<file path="config.mk">
export PLATFORM = sky130hd
export DESIGN_NAME = button_conditioner
export DESIGN_NICKNAME = d
export VERILOG_FILES = /design/src/rtl/button_pkg.sv /design/src/rtl/button_debounce_channel.sv /design/src/rtl/button_conditioner.sv
export SDC_FILE = /design/constraint.sdc
export NUM_CORES = 1
export LEC_CHECK = 0
export BUFFER_PORTS_ARGS = -buffer_cell sky130_fd_sc_hd__clkbuf_2
export CORE_MARGIN = 2
export CORE_UTILIZATION = 59
export DETAILED_ROUTE_END_ITERATION = 16
export HOLD_SLACK_MARGIN = 0.05
export PLACE_DENSITY = 0.78
export REMOVE_ABC_BUFFERS = 1
export SLEW_MARGIN = 20
export SYNTH_ARGS = -nofsm -noshare
export SYNTH_HDL_FRONTEND = slang
export SYNTH_SLANG_ARGS = --single-unit
export TNS_END_PERCENT = 20
</file>
<file path="constraint.sdc">
create_clock -name clk -period 3 [get_ports clk]
set_clock_uncertainty 0.2 [all_clocks]
set_input_delay 0.75 -clock clk [delete_from_list [all_inputs] [get_ports clk]]
set_output_delay 0.75 -clock clk [all_outputs]
set_load 0.02 [all_outputs]
</file>
<file path="src/rtl/button_pkg.sv">
// Shared types and helpers for the button conditioning block.
// Holds the per-channel FSM state encoding and the debounce counter sizing rule.
package button_pkg;

   typedef enum logic [1:0] {
      STABLE_LO = 2'd0,
      WAIT_HI   = 2'd1,
      STABLE_HI = 2'd2,
      WAIT_LO   = 2'd3
   } db_state_t;

   // Bits needed to hold 0..cycles without wrapping.
   function automatic int cnt_width(input int cycles);
      return (cycles < 1) ? 1 : $clog2(cycles + 1);
   endfunction

endpackage

</file>
<file path="src/rtl/button_debounce_channel.sv">
// One button channel: optional inversion, two-flop synchroniser, debounce FSM
// with a stability counter, and registered level / press / release outputs.
module button_debounce_channel
   import button_pkg::*;
#(
   parameter int DEBOUNCE_CYCLES = 120000,
   parameter bit ACTIVE_LOW_IN   = 1'b0
) (
   input  logic       clk,
   input  logic       resetn,
   input  logic       pin,
   output logic       level,
   output logic       press,
   output logic       release_pulse,
   output logic [1:0] state_dbg
);

   localparam int            CW   = cnt_width(DEBOUNCE_CYCLES);
   localparam logic [CW-1:0] LAST = CW'(DEBOUNCE_CYCLES - 1);

   logic          pin_in;
   logic          sync1, sync2;
   db_state_t     state, state_n;
   logic [CW-1:0] count, count_n;
   logic          level_n, press_n, release_n;

   assign pin_in    = ACTIVE_LOW_IN ? ~pin : pin;
   assign state_dbg = state;

   always_ff @(posedge clk or negedge resetn) begin
      if (!resetn) begin
         sync1         <= 1'b0;
         sync2         <= 1'b0;
         state         <= STABLE_LO;
         count         <= '0;
         level         <= 1'b0;
         press         <= 1'b0;
         release_pulse <= 1'b0;
      end else begin
         sync1         <= pin_in;
         sync2         <= sync1;
         state         <= state_n;
         count         <= count_n;
         level         <= level_n;
         press         <= press_n;
         release_pulse <= release_n;
      end
   end

   // Counter defaults to 0 so both STABLE states and every abort clear it.
   always_comb begin
      state_n   = state;
      count_n   = '0;
      level_n   = level;
      press_n   = 1'b0;
      release_n = 1'b0;
      case (state)
         STABLE_LO: if (sync2) state_n = WAIT_HI;
         WAIT_HI: begin
            if (!sync2) begin
               state_n = STABLE_LO;
            end else if (count == LAST) begin
               state_n = STABLE_HI;
               level_n = 1'b1;
               press_n = 1'b1;
            end else begin
               count_n = count + CW'(1);
            end
         end
         STABLE_HI: if (!sync2) state_n = WAIT_LO;
         WAIT_LO: begin
            if (sync2) begin
               state_n = STABLE_HI;
            end else if (count == LAST) begin
               state_n   = STABLE_LO;
               level_n   = 1'b0;
               release_n = 1'b1;
            end else begin
               count_n = count + CW'(1);
            end
         end
         default: state_n = STABLE_LO;
      endcase
   end

endmodule

</file>
<file path="src/rtl/button_conditioner.sv">
// Debounces NUM_BTN asynchronous board buttons into clean levels and edge pulses.
// Each bit is handled by an independent button_debounce_channel instance.
module button_conditioner
   import button_pkg::*;
#(
   parameter int NUM_BTN         = 2,
   parameter int DEBOUNCE_CYCLES = 120000,
   parameter bit ACTIVE_LOW_IN   = 1'b0
) (
   input  logic                 clk,
   input  logic                 resetn,
   input  logic [NUM_BTN-1:0]   btn_raw,
   output logic [NUM_BTN-1:0]   btn_level,
   output logic [NUM_BTN-1:0]   btn_press,
   output logic [NUM_BTN-1:0]   btn_release,
   output logic [2*NUM_BTN-1:0] dbg_state
);

   // btn_press / btn_release are single-cycle strobes with no handshake:
   // a consumer must sample them on the cycle they are high.
   for (genvar i = 0; i < NUM_BTN; i++) begin : g_chan
      button_debounce_channel #(
         .DEBOUNCE_CYCLES(DEBOUNCE_CYCLES),
         .ACTIVE_LOW_IN  (ACTIVE_LOW_IN)
      ) u_chan (
         .clk          (clk),
         .resetn       (resetn),
         .pin          (btn_raw[i]),
         .level        (btn_level[i]),
         .press        (btn_press[i]),
         .release_pulse(btn_release[i]),
         .state_dbg    (dbg_state[2*i +: 2])
      );
   end

endmodule

</file>
* Word level (Yosys, flattened, before mapping)
Cells that the tools add are included. W data, S select, Z words.
Cells by class: add/subtract/negate cells 2, equality and inequality tests 24, muxes and demuxes 42, reductions and logical operators 8
Operators with widths (count):
- $mux W17 | 6
- $pmux W17 S2 | 2
- $add A17 B1 Y17 const B | 2
- $eq A17 B17 Y1 const B | 2
- $mux W2 | 12
- $mux W1 | 18
- $ne A2 B1 Y1 const B | 8
- $pmux W2 S4 | 2
- $reduce_and A5 Y1 | 2
- $eq A2 B2 Y1 const B | 4
- $ne A2 B2 Y1 const B | 4
- $reduce_and A4 Y1 | 2
- $ne A3 B1 Y1 const B | 2
- $ne A3 B3 Y1 const B | 2
- $eq A2 B1 Y1 const B | 2
- $logic_not A2 Y1 | 2
- $pmux W1 S2 | 2
- $reduce_bool A2 Y1 | 2
Word-level totals: flip-flop bits (word level) 48, input port bits 4, output and inout bits 10, logic and storage cells 90

* Depth between registers and ports, before layout
Gate-level depths: netlist of run 1.
depth after elaboration 4, gate-level depth with buffers 7, mapped depth without buffers 5

* By module
Synthesis of run 1 repeated with hierarchy kept, for this count alone.
Unflattened totals: cell total of the unflattened synthesis 200, area, all modules 2227.1 um^2
Modules (own cells, without submodules):
- button_debounce_channel | times used 2, cells an instance 100, area each 1113.6 um^2, sequential area each 600.6 um^2

* Worst setup path after synthesis of run 1
Ideal clock, no wire load.
path kind reg-to-reg, start point register g_chan[0].u_chan.count[9], end point register g_chan[0].u_chan.count[9], library setup time 0.119 ns, arrival 1.757 ns, data required time 2.681 ns, setup slack 0.924 ns, stages on the path, launching flop included 8, buffers on the path 3, period minus slack after synthesis 2.076 ns, cell sequence dfrtp_1 buf_6 or4b_4 nor4_4 or2_1 buf_4 buf_6 nor2_1
On the way: word-level cells in the longest chain between the ends 4, elaborated cells between the ends (all ways) 6, those cells by class 1 x add/sub; 1 x eq/ne; 4 x mux
Ends and longest elaborated chain:
- start: declaration | line button_debounce_channel.sv:24 | logic [CW-1:0] count, count_n;
- start signal: assignment | line button_debounce_channel.sv:43 | count <= count_n;
- $add A17 B1 Y17 or $eq A17 B17 Y1 (tied branches)
- $mux W17 * | line button_debounce_channel.sv:62, button_debounce_channel.sv:74
- $mux W17, on equally long branches | line button_debounce_channel.sv:72, button_debounce_channel.sv:60
- $pmux W17 S2 * | line button_debounce_channel.sv:57 | case (state)
- via g_chan[0].u_chan.count_n[9] | line button_debounce_channel.sv:24
Mark *: on every way through the listed nets, which the timed path passes. The rest lies on a longest branch. A chain may end at the register's enable or synchronous reset.

* Worst setup path after layout of run 1
Same ends and word-level chain as after synthesis.

==> results of run 1 <==
[layer usage]
metal	vias up	track usage, %	share of wire [%]
li1	757	-	-
met1	708	24.4	47
met2	27	34.5	48
met3	7	5.45	3.4
met4	0	7.81	1.7
met5	-	0	0
[worst max path at each step]
stage / from / to / slack (ns) / depth (start not counted)
floorplan: g_chan[0].u_chan.count[9]$_DFF_PN0_ / g_chan[0].u_chan.count[10]$_DFF_PN0_ / 0.92 / 4
global placement: g_chan[0].u_chan.count[9]$_DFF_PN0_ / g_chan[0].u_chan.count[8]$_DFF_PN0_ / 0.74 / 4
detailed placement: g_chan[0].u_chan.count[9]$_DFF_PN0_ / g_chan[0].u_chan.count[16]$_DFF_PN0_ / 0.67 / 4
CTS: g_chan[0].u_chan.count[9]$_DFF_PN0_ / g_chan[0].u_chan.count[9]$_DFF_PN0_ / 0.66 / 4
global route: g_chan[0].u_chan.count[9]$_DFF_PN0_ / g_chan[0].u_chan.count[9]$_DFF_PN0_ / 0.49 / 4
finish: g_chan[0].u_chan.count[9]$_DFF_PN0_ / g_chan[0].u_chan.count[9]$_DFF_PN0_ / 0.67 / 4
[layout make-up]
class | count | area share [%]
multi-input combinational | 150 | 39.3
clock buffer | 6 | 3.04
sequential | 48 | 50.3
clock inverter | 1 | 0.210
timing repair buffer | 15 | 3.35
inverter | 8 | 1.26
tap | 48 | 2.51
[metrics by stage]
stage                     hold slack (ns)  power (mW)  util (%)  worst slack (ns)
after floorplan                     0.131       0.685         -             0.915
after global placement              0.134       0.707      63.1             0.737
after detailed placement            0.138       0.708      63.1             0.672
after CTS                           0.157        1.07      65.2             0.663
after global routing                0.162        1.10      65.2             0.486
final                               0.155        1.06      65.2             0.673
[logic make-up after synthesis]
kind of cell	after synthesis	share of synthesized area, %
AND/OR/NAND/NOR	107	25.4
flip-flops	48	53.3
XOR/XNOR	32	12.4
buffers and inverters	19	5.00
AO/OA/AOI/OAI	7	1.83
multiplexers	2	0.944
adder cells (fa/ha/maj)	2	1.11
[power by group]
part	internal (mW)	switching, mW
Combinational	0.00833	0.0260
Clock	0.159	0.204
Sequential	0.653	0.00628
Total	0.820	0.237
[registers in the layout (all words and copies together) (netlist names), named ones only]
name and count:
g_chan.u_chan.state_dbg 2, g_chan.u_chan.release_pulse 2, g_chan.u_chan.count 34, g_chan.u_chan.sync1 2
g_chan.u_chan.sync2 2, g_chan.u_chan.level 2, g_chan.u_chan.press 2
[Yosys cell counts]
cell,count
dfrtp_1,48
nor2_1,36
xnor2_1,23
nand4_1,13
nand2_1,12
nor4_1,11
nand3_1,10
nor3_1,9
xor2_1,9
inv_1,8
buf_4,7
o21ai_0,4
and2_1,2
and4_1,2
buf_6,2
clkbuf_1,2
ha_1,2
nor3b_1,2
nor4bb_1,2
a21boi_0,1
a21oi_1,1
and3_1,1
and4b_1,1
mux2_1,1
mux2i_1,1
nand2_2,1
nor4_4,1
o311ai_0,1
or2_1,1
or2_2,1
or4b_4,1
or4bb_1,1
==> metrics.md, run 1 <==
| Metric | Value |
|---|---|
| Status | complete, no violations |
| Fin nets | 234 |
| Row cnt | 22 |
| Startpoint type of the worst setup path | flip-flop |
| CP Data Required Time | 2.95 ns |
| Worst EP arrival | 2.28 ns |
| DRT antenna net count | 0 |
| Synth-to-Final Area Change | 6.00% |
| Worst Tran Pin Value | 0.681 ns |
| First-pass GRT wire length | 6560 µm |
| Via density | 5.43 |
| Setup CP Type | reg2reg |
| WL/cell | ~14 µm |
| PortBufs | 13 |
| CTS buffer count | 5 |
| R2R Setup Slk | 0.67 ns |
| Setup crit end kind | flip-flop |
| Vias in the first global route | 1,491 |
| Mapped cell area | 0.00225 mm² |
| Iteration-0 DRC Markers | between 100 and 150 |
| Via count | about 1.5k |
| H-tree Lvls | 2 |
| Fill cells | 300 |
| CTS resizes | 0 |
| Final Cycle Share | 77.6% |
| # Post-CTS Setup Buffers | 0 |
| RSZ-0062 raised after global routing | no |
| Total GRT Usage | 20.2% |
| Die area | around 0.0043 mm² |
| Peak supply drop | 360 µV |
| Non-Filler Instances | 276 |
| Fin Setup TNS | 0 ns |
| Latest clock arrival within the worst-skew pair | 0.29 ns |
| Leak | 0.985 nW |
| Max stage delay on crit path | between 0.5 and 0.6 ns |
| Ordered list of cells on the worst path | or4b_4 -> nor4_4 -> or2_1 -> nor2_1 |
| Pwr Density | ~440 mW/mm² |
| Area leader, netlist | dfrtp_1 |
| GPL Wtd Cong | 0.845 |
| Layout cells sized above 1 | 11.0% |
| Die W | roughly 66 µm |
| Hold Path Cell Cnt | 0 |
| Crit path max-delay family | simple AND/OR/NAND/NOR gates |
| Time the worst path needs with I/O delays and setup | 2.33 ns |
| Commonest non-fill, non-tap cells in the layout | dfrtp_1, nor2_1, xnor2_1 |
| Placed instance area | approximately 0.0023 mm² |
| Seq/Total Area, Yosys | 53.3% |
| Initial antenna violation count | 0 |
| Core footprint | 0.00366 mm² |
| Distinct cells, synth | 32 |
| Syn Inst Count | between 200 and 250 |
| Seq. cell area | 0.00120 mm² |
| Drt pass-1 iters | 4 |
| Cts hold-fix bufs | 0 |
| Min-Delay Endpoint | g_chan[1].u_chan.sync2$_DFF_PN0_ |
| Most common cell after layout, fill and taps aside | dfrtp_1 |
| Final Hold Viols | 0 |
| Placed insts | 269 |
| CP max stage cell | or4b_4 |
| Syn. warnings | 0 |
| CP Buf/Inv Count | 0 |
| Register bit total from synthesis | 48 |
| Pins Over Slew Limit | 0 |
| Post-route DRC | 0 |
| Antenna Cells | 0 |
| Chip height | 65.8 µm |
| Largest net degree at the start of global routing | 28 |
| Reg2reg start | g_chan[0].u_chan.count[9]$_DFF_PN0_ |
| Clk sink count | 48 |
| Max Cap Violations | 0 |
| Root Buffer | clkbuf_8 |
| Remaining Overflow, GRT | 0 |
| Finished Cell Area | 0.00239 mm² |
| Largest cells by area after synthesis | dfrtp_1, xnor2_1, nor2_1 |
| Initial Utilization | 61.6% |
| Top cell type's share of synthesized area | 53.3% |
| Final setup violation count | 0 |
| Min-delay src | g_chan[1].u_chan.sync1$_DFF_PN0_ |
| HP Class | reg2reg |
| Slew HR | a little over half |
| Footprint of the multi-input gates | roughly 940 µm² |
| Mean Syn Cell Area | 10.4 µm² |
| Fmax | 430 MHz |
| R2R cell count | 4 |
| Crit path max fanout | 16 |
| Clock-pin transition on the worst setup and hold timing paths | 0.08 ns |
| Boundary pin count | 14 |
| Routed WL | 3750 µm |
| Hpwl dp | 2620 µm |
| Crit Reg-Reg Endpoint | g_chan[0].u_chan.count[9]$_DFF_PN0_ |
| CTS Buffer Depth | 2 |
| CTS tree | done |
Power figures use the tool's default switching activity.
==> run 2, diff against run 1 <==
- CORE_UTILIZATION: 59 -> 54
- PLACE_DENSITY: 0.78 -> 0.75
- clock period: 3 -> 1.95 ns (I/O delays scaled with it)
==> metrics.md, run 2 (synthesis gave the netlist of run 1 again) <==
| Metric | Value |
|---|---|
| Status | complete, no violations |
| Post-route DRC | 0 (unchanged) |
| Final worst setup slack | 0.0154 ns (-0.657 ns) |
| Worst Tran Pin Value | 0.355 ns (-0.326 ns) |
| Clk sink count | 48 (unchanged) |
| Total GRT Usage | 18.5% (-1.7 points) |
| Initial antenna violation count | 0 (unchanged) |
| Layout cells sized above 1 | 22.5% (+12 points) |
| Max Cap Violations | 0 (unchanged) |
| Hpwl dp | 2670 µm (+1.8%) |
| RSZ-0062 raised after global routing | yes |
| Fill cells | 298 (-0.67%) |
| Top reg by flops | g_chan.u_chan.count |
| Via count | 1,595 (+6.4%) |
| Boundary pin count | 14 (unchanged) |
| Setup CP Type | reg2reg |
| Remaining Overflow, GRT | 0 (unchanged) |
| Root Buffer | clkbuf_8 |
| Via density | 5.26 (-3.1%) |
| Fmax | 517 MHz (+20%) |
| Non-Filler Instances | 303 (+9.8%) |
| Fin nets | 259 (+11%) |
| Antenna Cells | 0 (unchanged) |
| H-tree Lvls | 2 (unchanged) |
| First-pass GRT wire length | 6370 µm (-2.9%) |
| HP Class | in2reg |
| Chip height | 68.6 µm (+4.3%) |
| Largest register FFs | 34 (unchanged) |
| Row cnt | 23 (+4.5%) |
| Routed WL | 3960 µm (+5.5%) |
| CP Data Required Time | 1.93 ns (-1.02 ns) |
| Most common cell after layout, fill and taps aside | dfrtp_1 |
| PortBufs | 13 (unchanged) |
| Setup crit end kind | flip-flop |
| Vias in the first global route | 1,502 (+0.74%) |
| Fin Setup TNS | 0 ns (unchanged) |
| Crit path max fanout | 3 (-13) |
| Die area | 0.00471 mm² (+8.7%) |
| Latest clock arrival within the worst-skew pair | 0.29 ns (about the same) |
| Commonest non-fill, non-tap cells in the layout | dfrtp_1, nor2_1, xnor2_1, buf_4 |
| Leak | 1.14 nW (+16%) |
| Setup WS pre-CTS | -0.0425 ns (-0.715 ns) |
| Drt pass-1 iters | 4 (unchanged) |
| CTS Buffer Depth | 2 (unchanged) |
| Time the worst path needs with I/O delays and setup | 1.93 ns (-0.393 ns) |
| DRT antenna net count | 0 (unchanged) |
| Clock-pin transition on the worst setup and hold timing paths | 0.08 ns (about the same) |
| GPL Wtd Cong | 0.794 (-6.0%) |
| Placed insts | 294 (+9.3%) |
| Startpoint type of the worst setup path | flip-flop |
| Final Cycle Share | 99.2% (+22 points) |
| WL/cell | 13.1 µm (-3.9%) |
| Iteration-0 DRC Markers | 73 (-38%) |
| Worst EP arrival | 1.92 ns (-0.36 ns) |
| CTS buffer count | 5 (unchanged) |
| Die W | 68.6 µm (+4.3%) |
| Pins Over Slew Limit | 0 (unchanged) |
| Peak supply drop | 473 µV (+31%) |
| Pwr Density | 636 mW/mm² (+44%) |
| CTS tree | done |
| Final setup violation count | 0 (unchanged) |
| Largest net degree at the start of global routing | 49 (+75%) |
| Synth-to-Final Area Change | 18.5% |
| Core footprint | 0.00400 mm² (+9.3%) |
| Initial Utilization | 56.3% (-5.2 points) |
| Final Hold Viols | 0 (unchanged) |
| Slew HR | 76.1% (+22 points) |
| Power Total | 1.70 mW (+61%) |
==> run 2: cell types whose count changed in the layout (fill, tap and decap cells not counted), moves of 2 or more <==
cell | previous run | this run
nor3b_2 | 0 | 2
nor3b_1 | 2 | 0
buf_4 | 2 | 23
buf_12 | 0 | 2
nor4bb_1 | 2 | 0
clkbuf_8 | 5 | 7
==> run 2: where the power goes <==
group          switching, mW  internal (mW)  total [mW]
sequential           0.00879           1.00        1.01
combinational         0.0433         0.0253      0.0686
clock                  0.301          0.316       0.617
total                  0.353           1.35        1.70
==> run 2: what timing repair did <==
item                       4_1_cts  5_1_grt
pin swaps                        1        3
hold endpoints to repair        48        0
gates cloned                     0        0
gates resized for setup          1        9
setup buffers                    0        1
setup endpoints to repair       21       25
hold buffers                     1        0
==> run 2: final timing paths <==
kind | endpoint | from | cells after the start | slack [ns]
max | flip-flop | g_chan[0].u_chan.count[9]$_DFF_PN0_ | 4 | 0.02
min | g_chan[0].u_chan.sync1$_DFF_PN0_ | btn_raw[0] | 1 | 0.09
max reg2reg | flip-flop | g_chan[0].u_chan.count[9]$_DFF_PN0_ | 4 | 0.02
min reg2reg | g_chan[1].u_chan.sync2$_DFF_PN0_ | g_chan[1].u_chan.sync1$_DFF_PN0_ | 0 | 0.16
max in group asynchronous | g_chan[1].u_chan.release_pulse$_DFF_PN0_ | resetn | 3 | 0.83
min in group asynchronous | g_chan[0].u_chan.release_pulse$_DFF_PN0_ | resetn | 3 | 0.50
==> run 2: metrics by stage <==
step | utilization [%] | instance area, µm² | hold slack (ns)
6_report | 66.8 | 2670 | 0.0932
5_1_grt | 66.8 | 2670 | 0.0728
3_3_place_gp | 62.8 | 2510 | 0.133
3_5_place_dp | 62.8 | 2510 | 0.141
4_1_cts | 65.5 | 2620 | 0.0773
2_1_floorplan | - | 2170 | -0.00809
==> run 2: area by class of cell <==
cell class	instances	area [µm²]	area share (%)
inverters	8	30.0	1.12
flip-flops and latches	48	1200	45.0
clock buffers	7	96.3	3.61
repair buffers	40	299	11.2
multi-input cells	150	981	36.7
well taps	50	62.6	2.34
==> run 2: metal layers <==
| layer | GRT usage [%] | share of wire (%) |
|---|---|---|
| met5 | 0 | 0 |
| met4 | 6.00 | 1.5 |
| met3 | 5.36 | 2.7 |
| met2 | 32.6 | 50 |
| met1 | 21.7 | 45 |
==> run 2: critical path, cell delays in order, from the launching register on <==
cell	delay, ns
dfrtp_1	0.38
or4b_4	0.55
nor4_4	0.27
nand2_2	0.12
mux2_4	0.30
==> run 3, diff against run 2 <==
--- a/config.mk
+++ b/config.mk
@@ -8,7 +8,9 @@
 export BUFFER_PORTS_ARGS = -buffer_cell sky130_fd_sc_hd__clkbuf_2
+export CELL_PAD_IN_SITES_DETAIL_PLACEMENT = 1
+export CELL_PAD_IN_SITES_GLOBAL_PLACEMENT = 2
 export CORE_MARGIN = 2
-export CORE_UTILIZATION = 54
+export CORE_UTILIZATION = 35
 export DETAILED_ROUTE_END_ITERATION = 16
 export HOLD_SLACK_MARGIN = 0.05
-export PLACE_DENSITY = 0.75
+export PLACE_DENSITY_LB_ADDON = 0.1
 export REMOVE_ABC_BUFFERS = 1
==> constraint.sdc (replaced) <==
create_clock -name clk -period 1.95 [get_ports clk]
set_clock_uncertainty 0.2 [all_clocks]
set_input_delay 0.39 -clock clk [delete_from_list [all_inputs] [get_ports clk]]
set_output_delay 0.39 -clock clk [all_outputs]
set_load 0.02 [all_outputs]
==> metrics.md, run 3 (synthesis gave the netlist of run 1 again) <==
| Metric | Value |
|---|---|
| Status | finished, violations left |
| Failing checks | negative setup slack |
| Worst EP arrival | 1.96 ns (+0.04 ns) |
| Min-delay src | g_chan[1].u_chan.sync1$_DFF_PN0_ |
| CTS buffer count | 5 (unchanged) |
| Root Buffer | clkbuf_8 |
| Final Cycle Share | 102% (+2.3 points) |
| Finished Cell Area | 0.00284 mm² (+6.5%) |
| Drt pass-1 iters | 4 (unchanged) |
| HP Class | reg2reg |
| Row cnt | 29 (+26%) |
| First-pass GRT wire length | 8940 µm (+40%) |
| Final Hold Viols | 0 (unchanged) |
| Final setup violation count | 1 (+1) |
| Largest net degree at the start of global routing | 49 (unchanged) |
| Worst Tran Pin Value | 0.424 ns (+0.0686 ns) |
| Setup WS pre-CTS | -0.123 ns (-0.0807 ns) |
| Clock-pin transition on the worst setup and hold timing paths | 0.09 ns (about the same) |
| CP Data Required Time | 1.93 ns (about the same) |
| Commonest non-fill, non-tap cells in the layout | dfrtp_1, nor2_1, buf_4 |
| Die area | 0.00710 mm² (+51%) |
| GPL Wtd Cong | 0.724 (-8.9%) |
| Top reg by flops | g_chan.u_chan.count |
| Remaining Overflow, GRT | 0 (unchanged) |
| PortBufs | 13 (unchanged) |
| Total GRT Usage | 15.5% (-3.1 points) |
| Initial antenna violation count | 0 (unchanged) |
| Routed WL | 4940 µm (+25%) |
| Hold Path Cell Cnt | 0 (-1) |
| Final worst setup slack | -0.0296 ns (-0.0450 ns) |
| Core footprint | 0.00628 mm² (+57%) |
| Chip height | 84.2 µm (+23%) |
| Peak supply drop | 491 µV (+3.7%) |
| Fmax | 505 MHz (-2.3%) |
| Synth-to-Final Area Change | 26.2% |
| Max Cap Violations | 0 (unchanged) |
| Fin nets | 269 (+3.9%) |
| WL/cell | 14.5 µm (+11%) |
| Die W | 84.2 µm (+23%) |
| Via density | 4.96 (-5.8%) |
| DRT antenna net count | 0 (unchanged) |
| Antenna Cells | 0 (unchanged) |
| CTS tree | done |
| H-tree Lvls | 2 (unchanged) |
| Hpwl dp | 3590 µm (+35%) |
| Time the worst path needs with I/O delays and setup | 1.98 ns (+0.0450 ns) |
| Most common cell after layout, fill and taps aside | dfrtp_1 |
| Iteration-0 DRC Markers | 56 (-23%) |
| Leak | 1.21 nW (+5.6%) |
| CTS Buffer Depth | 2 (unchanged) |
| R2R Setup Slk | -0.03 ns (-0.05 ns) |
| Min-Delay Endpoint | g_chan[1].u_chan.sync2$_DFF_PN0_ |
| Crit path max fanout | 3 (unchanged) |
| Initial Utilization | 35.9% (-20 points) |
| Vias in the first global route | 1,886 (+26%) |
| Via count | 1,691 (+6.0%) |
| R2R cell count | 4 (unchanged) |
| Pins Over Slew Limit | 0 (unchanged) |
| Clk sink count | 48 (unchanged) |
| Boundary pin count | 14 (unchanged) |
| Pwr Density | 645 mW/mm² (+1.4%) |
| RSZ-0062 raised after global routing | yes |
| Reg2reg start | g_chan[0].u_chan.count[11]$_DFF_PN0_ |
| Slew HR | 71.7% (-4.4 points) |
| Largest register FFs | 34 (unchanged) |
| Setup crit end kind | flip-flop |
| Latest clock arrival within the worst-skew pair | 0.29 ns (about the same) |
| Placed instance area | 0.00260 mm² (+3.6%) |
| Post-route DRC | 0 (unchanged) |
| Startpoint type of the worst setup path | flip-flop |
| Setup CP Type | reg2reg |
| Fill cells | 715 (+140%) |
| Layout cells sized above 1 | 27.3% (+4.7 points) |
## run 3: worst max-delay path, stage by stage, from the launching register on
cell and delay (ns):
dfrtp_1 0.39, or4b_4 0.55, nor4_4 0.29, nand2_2 0.11, mux2_1 0.33
## run 3: stage by stage
stage | total power, mW | TNS (ns) | hold WS [ns] | cells | utilization, %
6_report | 1.83 | -0.0296 | 0.157 | 341 | 45.3
5_1_grt | 1.92 | -1.10 | 0.179 | 341 | 45.3
4_1_cts | 1.86 | -0.105 | 0.159 | 339 | 44.2
3_5_place_dp | 1.11 | -1.12 | 0.136 | 327 | 41.5
3_3_place_gp | 1.11 | -0.563 | 0.138 | 327 | 41.5
2_1_floorplan | 1.05 | -2.20 | -0.106 | 206 | -
## run 3: power by group
part           switching [mW]  internal (mW)  total [mW]
Combinational          0.0483         0.0346      0.0829
Clock                   0.351          0.387       0.738
Sequential            0.00856           1.00        1.01
## run 3: area by class of cell
cell class,instances,area (µm²),share of cell area [%]
flip-flops and latches,48,1200,42.2
multi-input cells,150,1010,35.5
repair buffers,50,392,13.8
well taps,77,96.3,3.39
clock buffers,5,68.8,2.42
clock inverters,3,46.3,1.63
inverters,8,30.0,1.06
## run 3: how the worst max path moves through the flow
stage,startpoint,to,slack (ns),cells after the start
after floorplan,g_chan[0].u_chan.count[9]$_DFF_PN0_,g_chan[0].u_chan.count[10]$_DFF_PN0_,-0.13,4
after global placement,g_chan[0].u_chan.count[11]$_DFF_PN0_,g_chan[0].u_chan.count[8]$_DFF_PN0_,-0.04,5
after detailed placement,g_chan[0].u_chan.count[11]$_DFF_PN0_,g_chan[0].u_chan.release_pulse$_DFF_PN0_,-0.12,5
after CTS,g_chan[0].u_chan.count[6]$_DFF_PN0_,flip-flop,-0.04,4
after global routing,g_chan[0].u_chan.count[11]$_DFF_PN0_,g_chan[0].u_chan.level$_DFFE_PN0P_,-0.11,5
final,g_chan[0].u_chan.count[11]$_DFF_PN0_,flip-flop,-0.03,4
## run 3: timing repair
action / CTS / global route
buffers inserted: 1 / 2
pin swaps: 2 / 4
resized for setup: 5 / 12
hold buffers: 3 / 0
setup endpoints to repair: 22 / 31
hold endpoints to repair: 50 / 0
## run 3: layer usage
layer  wire [µm]  vias to the layer above  global-route usage [%]
met4          24                        0                    3.08
met1        2430                      841                    21.2
met2        2380                       17                    25.6
met5           0                        -                       0
met3         111                        2                    3.05
li1            -                      831                       -
